==> config.mk <==
export PLATFORM = sky130hd
export DESIGN_NAME = rain_bcd_converter
export DESIGN_NICKNAME = d
export VERILOG_FILES = /design/src/rtl/rain_bcd_converter.sv
export SDC_FILE = /design/constraint.sdc
export NUM_CORES = 1
export LEC_CHECK = 0
export BUFFER_PORTS_ARGS = -buffer_cell sky130_fd_sc_hd__buf_2
export CORE_UTILIZATION = 55
export CTS_BUF_LIST = sky130_fd_sc_hd__clkbuf_4 sky130_fd_sc_hd__clkbuf_8
export DETAILED_ROUTE_END_ITERATION = 8
export PLACE_DENSITY_LB_ADDON = 0.15
export SYNTH_ARGS = -nofsm -noshare
export SYNTH_HDL_FRONTEND = slang
export SYNTH_SLANG_ARGS = --single-unit
==> constraint.sdc <==
create_clock -name clk -period 3.6 [get_ports clk]
set_input_delay 0.18 -clock clk [delete_from_list [all_inputs] [get_ports clk]]
set_output_delay 0.18 -clock clk [all_outputs]
set_load 0.02 [all_outputs]
==> src/rtl/rain_bcd_converter.sv <==
// rain_bcd_converter: scales rain-gauge pulses to 0.01 mm and converts to five BCD digits,
// saturating at 999.99 mm.
module rain_bcd_converter #(
   parameter int PULSE_HUNDREDTHS = 20,
   parameter int IN_W = 16
) (
   input  logic            clk,
   input  logic            rst,
   input  logic [IN_W-1:0] pulses,
   input  logic            start,
   output logic            busy,
   output logic            done,
   output logic            overflow,
   output logic [3:0]      hundreds_bcd,
   output logic [3:0]      tens_bcd,
   output logic [3:0]      units_bcd,
   output logic [3:0]      tenths_bcd,
   output logic [3:0]      hundredths_bcd
);
   typedef enum logic [2:0] {IDLE, MUL, SAT, CONV, DONE} state_t;
   localparam int AW = IN_W + 5;
   localparam int CW = $clog2(IN_W > 17 ? IN_W : 17);
   state_t          state;
   logic [IN_W-1:0] op;
   logic [AW-1:0]   acc;
   logic [16:0]     bin;
   logic [19:0]     bcd, adj;
   logic [CW-1:0]   cnt;
   logic            ovf_p;
   // double-dabble correction applied before each shift
   always_comb begin
      adj = bcd;
      for (int i = 0; i < 5; i++)
         adj[4*i +: 4] = (bcd[4*i +: 4] >= 4'd5) ? bcd[4*i +: 4] + 4'd3 : bcd[4*i +: 4];
   end
   always_ff @(posedge clk) begin
      if (rst) begin
         state <= IDLE;
         op <= '0;
         acc <= '0;
         bin <= '0;
         bcd <= '0;
         cnt <= '0;
         ovf_p <= 1'b0;
         busy <= 1'b0;
         done <= 1'b0;
         overflow <= 1'b0;
         hundreds_bcd <= '0;
         tens_bcd <= '0;
         units_bcd <= '0;
         tenths_bcd <= '0;
         hundredths_bcd <= '0;
      end else begin
         done <= 1'b0;
         case (state)
            IDLE: if (start) begin
               op <= pulses;
               acc <= '0;
               cnt <= '0;
               busy <= 1'b1;
               state <= MUL;
            end
            MUL: begin
               if (op[0]) acc <= acc + (AW'(PULSE_HUNDREDTHS) << cnt);
               op <= op >> 1;
               cnt <= cnt + CW'(1);
               if (cnt == CW'(IN_W - 1)) begin
                  cnt <= '0;
                  state <= SAT;
               end
            end
            SAT: begin
               ovf_p <= acc > AW'(99999);
               bin <= (acc > AW'(99999)) ? 17'd99999 : 17'(acc);
               bcd <= '0;
               state <= CONV;
            end
            CONV: begin
               bcd <= {adj[18:0], bin[16]};
               bin <= bin << 1;
               cnt <= cnt + CW'(1);
               if (cnt == CW'(16)) state <= DONE;
            end
            DONE: begin
               hundreds_bcd <= bcd[19:16];
               tens_bcd <= bcd[15:12];
               units_bcd <= bcd[11:8];
               tenths_bcd <= bcd[7:4];
               hundredths_bcd <= bcd[3:0];
               overflow <= ovf_p;
               done <= 1'b1;
               busy <= 1'b0;
               state <= IDLE;
            end
            default: state <= IDLE;
         endcase
      end
   end
endmodule

Word level (Yosys, flattened, before mapping)
Cells that the tools add are included.
{"block": "totals", "regBits": 106, "input_bits": 19, "output_inout_bits": 23}
{"block": "classes", "n_addsub": 7, "magnitude_cmp": 6, "eq_ne": 10, "shift": 1, "n_mux": 23, "reduce_logical": 10}
{"operator": "two-way mux 21 bit", "n": 2}
{"operator": "case mux 21 bit (2 select lines)", "n": 1}
{"operator": "case mux 20 bit (2 select lines)", "n": 1}
{"operator": "case mux 17 bit (2 select lines)", "n": 1}
{"operator": "case mux 16 bit (2 select lines)", "n": 1}
{"operator": "adder 21 bit", "n": 1}
{"operator": "greater-than comparator 21 x 17 -> 1 bit, second input constant", "n": 1}
{"operator": "<< shifter 5 x 5 -> 21 bit, first input constant", "n": 1}
{"operator": ">= comparator 4 x 3 -> 1 bit, second input constant", "n": 5}
{"operator": "two-way mux 17 bit", "n": 1}
{"operator": "adder 4 x 2 -> 4 bit, second input constant", "n": 4}
{"operator": "two-way mux 16 bit", "n": 1}
{"operator": "two-way mux 4 bit", "n": 4}
{"operator": "case mux 5 bit (3 select lines)", "n": 1}
{"operator": "two-way mux 3 bit", "n": 4}
{"operator": "case mux 3 bit (4 select lines)", "n": 1}
{"operator": "two-way mux 5 bit", "n": 2}
{"operator": "inequality test 2 bit, second input constant", "n": 4}
{"operator": "equality test 3 x 2 -> 1 bit, second input constant", "n": 2}
{"operator": "AND reduction 2 bit", "n": 3}
{"operator": "AND reduction 3 bit", "n": 2}
{"operator": "nonzero test 2 bit", "n": 3}
{"operator": "adder 5 x 1 -> 5 bit, second input constant", "n": 1}
{"operator": "equality test 5 x 4 -> 1 bit, second input constant", "n": 1}
{"operator": "other kinds (8)", "n": 9}

Longest topological paths before layout
{"block": "depth", "word_depth": 4, "ltp_mapped": 13, "mapped_depth_nobuf": 13}

Worst setup path after synthesis
Ideal clock, no wire load.
{"block": "synth_path", "path_kind": "register to register", "startpoint": "register cnt[0]", "endpoint": "register acc[14]", "arrival_ns": 3.026, "t_required_ns": 3.483, "setup_slack_ns": 0.457, "stages_incl_launch_ff": 14, "synth_period_minus_slack_ns": 3.143, "path_cell_list": "dfxtp_1 -> clkbuf_1 -> inv_1 -> ha_1 -> and2_1 -> ha_1 -> fa_1 -> a211oi_1 -> o21ai_0 -> a41oi_1 -> nor2_1 -> a31oi_1 -> xnor2_1 -> a22o_1"}
{"block": "synth_between", "elab_chain_cells": 4}
{"element": "start: declaration", "line": "28", "rtl": "logic [CW-1:0] cnt;"}
{"element": "start signal: assignment", "line": "66", "rtl": "cnt <= cnt + CW'(1);"}
{"element": "start signal: assignment", "line": "81", "rtl": "cnt <= cnt + CW'(1);"}
{"element": "<< shifter 5 x 5 -> 21 bit", "line": "64", "rtl": "if (op[0]) acc <= acc + (AW'(PULSE_HUNDREDTHS) << cnt);"}
{"element": "adder 21 bit", "line": "64"}
{"element": "two-way mux 21 bit", "line": "64"}
{"element": "case mux 21 bit (2 select lines)", "line": "55", "rtl": "case (state)"}
{"element": "end signal: assignment", "line": "64"}
{"element": "end: declaration", "line": "25", "rtl": "logic [AW-1:0] acc;"}
No other way between the ends. The select of a mux whose other input is x is not followed.
A chain may end at the register's enable or synchronous reset.

Final worst setup path
{"block": "layout_path", "startpoint": "register cnt[2]", "endpoint": "register acc[14]"}
Same word-level chain as after synthesis.

==> flow_summary.toml <==
[pwr]
power.leakage_nw = 2.36
fin_total_pwr_mw = 2.02
vdd_drop_max_uv = 186
power_density_nw_per_um2 = 339

[worst_setup_path]
r2r-start = "cnt[2]"
crit_type = "flop to flop"
rrSetupSlack_ps = 340
cp-end-kind = "flop"
worst_ep_required_time_ps = 3890
worstPathArrival_ps = 3550
worstReg2RegEnd = "acc[14]"
ff2ff_path_depth = 11
critPathLaunchType = "flop"
cp_max_fo = 16

[run_status]
status = "completed"

[cells_and_area]
register_area_sq_um = 2080
drive_gt1_share_pct = 10.2
mostFrequentLayoutCells = "dfxtp_1 (104), nand2_1 (97), a21oi_1 (72), nor2_1 (72), buf_2 (41)"
finalNetCount = 766
layout_commonest_cell = "dfxtp_1"
final_util_pct = 61.0
fill_cells = 904
num_antenna_cells = 0
area_delta_synth_final_pct = 8.08
fin_cells = 849
multi_input_area_sq_um = 3160

[placement]
dp.cells = 833
hpwl_mm = 8.90
port_buffers = 41
gp_congestion = 0.870

[clocking]
numCtsBuffers = 9
hold_buffers = 0
insertion_delay_ps = 380
cts_tree = "yes"
cts-root-buf = "clkbuf_8"
cts_max_level = 3
clockBufferDepth = 2
cts_setup_buffers = 0
ctsResizeCount = 0
path_clk_slew_ps = 110
clock_sinks = 104

[timing]
worst_clock_skew_ps = 10.8
layout_worst_path_cycle_share_pct = 90.6
min_period_ps = 3260
slew_violations = 0
max_freq_mhz = 306
whs_ps = 85.8
slew_headroom_pct = 37.7
rsz0062_at_grt = "no"
setup_tns_ps = 0
hold_viol_final = 0
finalSetupViolCount = 0
tightestPinTransition_ps = 934

[logic_synthesis]
synth_warnings = 0
syn_inst = 689
synth_fp_nets = 744
synth-edff-count = 0
synth_area_per_cell_sq_um = 7.98
async_flop_share_pct = 0
post_synth_instance_area_sq_um = 5500
ys_ff_latch = 104
yosysSeqAreaShare_pct = 37.9
yosysUniqueCellTypes = 53
ys_dominant_reg_cell = "dfxtp_1"

[floorplan]
die_y_microns = 102
initial_core_util_pct = 56.5
die_x_microns = 102
rows = 36
ios = 42
design.core.area_sq_um = 9730
dieArea_sq_um = 10400

[drt]
vias = 4879
ant_nets = 0
remaining_drc_errors = 0
wl_per_cell_microns = 14.6
drt_iter0_drc = 271
vias_per_cell = 5.75
drtPass1Iterations = 6
wl_mm = 12.4

[worst_hold_path]
hold-path-endpoint = "op[6]"
hold_depth = 3
hp-class = "input pin to flop"
hp-start = "pulses[6]"

[global_routing]
antenna_found_initial = 0
grt_max_degree = 50
grt_pass1_wl_mm = 20.4
grt_usage_pct = 24.7
grt.overflow.total = 0
grt_pass1_vias = 4412

[job]
cap_violations = 0
## power by group
part	total, mW	switching (mW)	internal (mW)
combinational	0.125	0.0785	0.0469
sequential	1.18	0.0125	1.17
clock	0.711	0.444	0.267
total	2.02	0.535	1.48
## critical path, cell delays in order (launching register included)
cell      delay, ps
dfxtp_1         650
nor3_1          120
and2_1          190
ha_1            200
fa_1            420
a211oi_1        310
o21ai_0         200
a41oi_1         520
nor2_1           70
a31oi_1         210
xnor2_1          80
a22o_1          200
## per-layer routing
metal | track usage, % | up-vias | share of wire (%)
li1 | - | 2501 | -
met2 | 40.5 | 130 | 48
met3 | 4.99 | 19 | 3.9
met4 | 8.68 | 0 | 1.7
met5 | 0 | - | 0
met1 | 32.5 | 2229 | 47
## cell type report
cell class	instances	area share, %
well taps	133	2.80
clock buffers	9	2.09
repair buffers	51	4.72
clock inverters	7	1.12
flip-flops and latches	104	35.1
inverters	16	1.01
multi-input cells	529	53.2
## stage by stage
| step | setup WS, ps | instance area (sq um) |
|---|---|---|
| floorplan | 457 | 5500 |
| global placement | 445 | 5750 |
| detailed placement | 389 | 5750 |
| CTS | 367 | 5940 |
| global route | 38.4 | 5940 |
| finish | 337 | 5940 |
## registers in the layout, summed over array words and instances, names as in the netlist, 3 cells and up
register / count
op: 16
hundredths_bcd: 4
bin: 17
state: 3
units_bcd: 4
hundreds_bcd: 4
acc: 19
bcd: 20
tens_bcd: 4
tenths_bcd: 4
cnt: 5
## cell usage after synthesis, types with 3 or more instances
master    number  area (sq um)
nor2_1        72           270
a21o_1        12          90.1
a222oi_1       7          70.1
nand4_1        5          31.3
o22ai_1        3          18.8
and2_1         4          25.0
buf_6          5          56.3
xnor2_1       13           114
mux2i_1        6          60.1
inv_1         16          60.1
nor3_1        34           170
buf_1          3          11.3
a21oi_1       72           360
o21ai_0       32           160
nand2_1       97           364
a21oi_2        3          26.3
a31oi_1        3          18.8
xor2_1        10          87.6
ha_1          35           438
o21a_1         3          22.5
clkbuf_1      28           105
o21bai_1       5          37.5
nand3_1       16          80.1
a22oi_1       35           263
nor2b_1        6          37.5
nor4_1        10          62.6
buf_2          4          20.0
dfxtp_1      104          2080
nand2b_1      13          81.3
and3_1         3          18.8
## worst max-delay path by stage
stage                start       to  slack [ps]  cells past startpoint
floorplan           cnt[0]  acc[14]         460                     13
finish              cnt[2]  acc[14]         340                     11
global placement    cnt[2]  acc[14]         450                     11
global route        cnt[2]  acc[16]          40                     11
CTS                 cnt[2]  acc[14]         370                     11
detailed placement  cnt[2]  acc[14]         390                     11
## cells by family after synthesis
kind of cell	count (synthesis)	share of synthesized area [%]
buffers and inverters	56	4.60
AO/OA/AOI/OAI	194	22.3
XOR/XNOR	23	3.67
flip-flops	104	37.9
multiplexers	6	1.09
adder cells (fa/ha/maj)	36	8.33
AND/OR/NAND/NOR	270	22.2
Note: power is estimated with default switching activity, not from simulation.
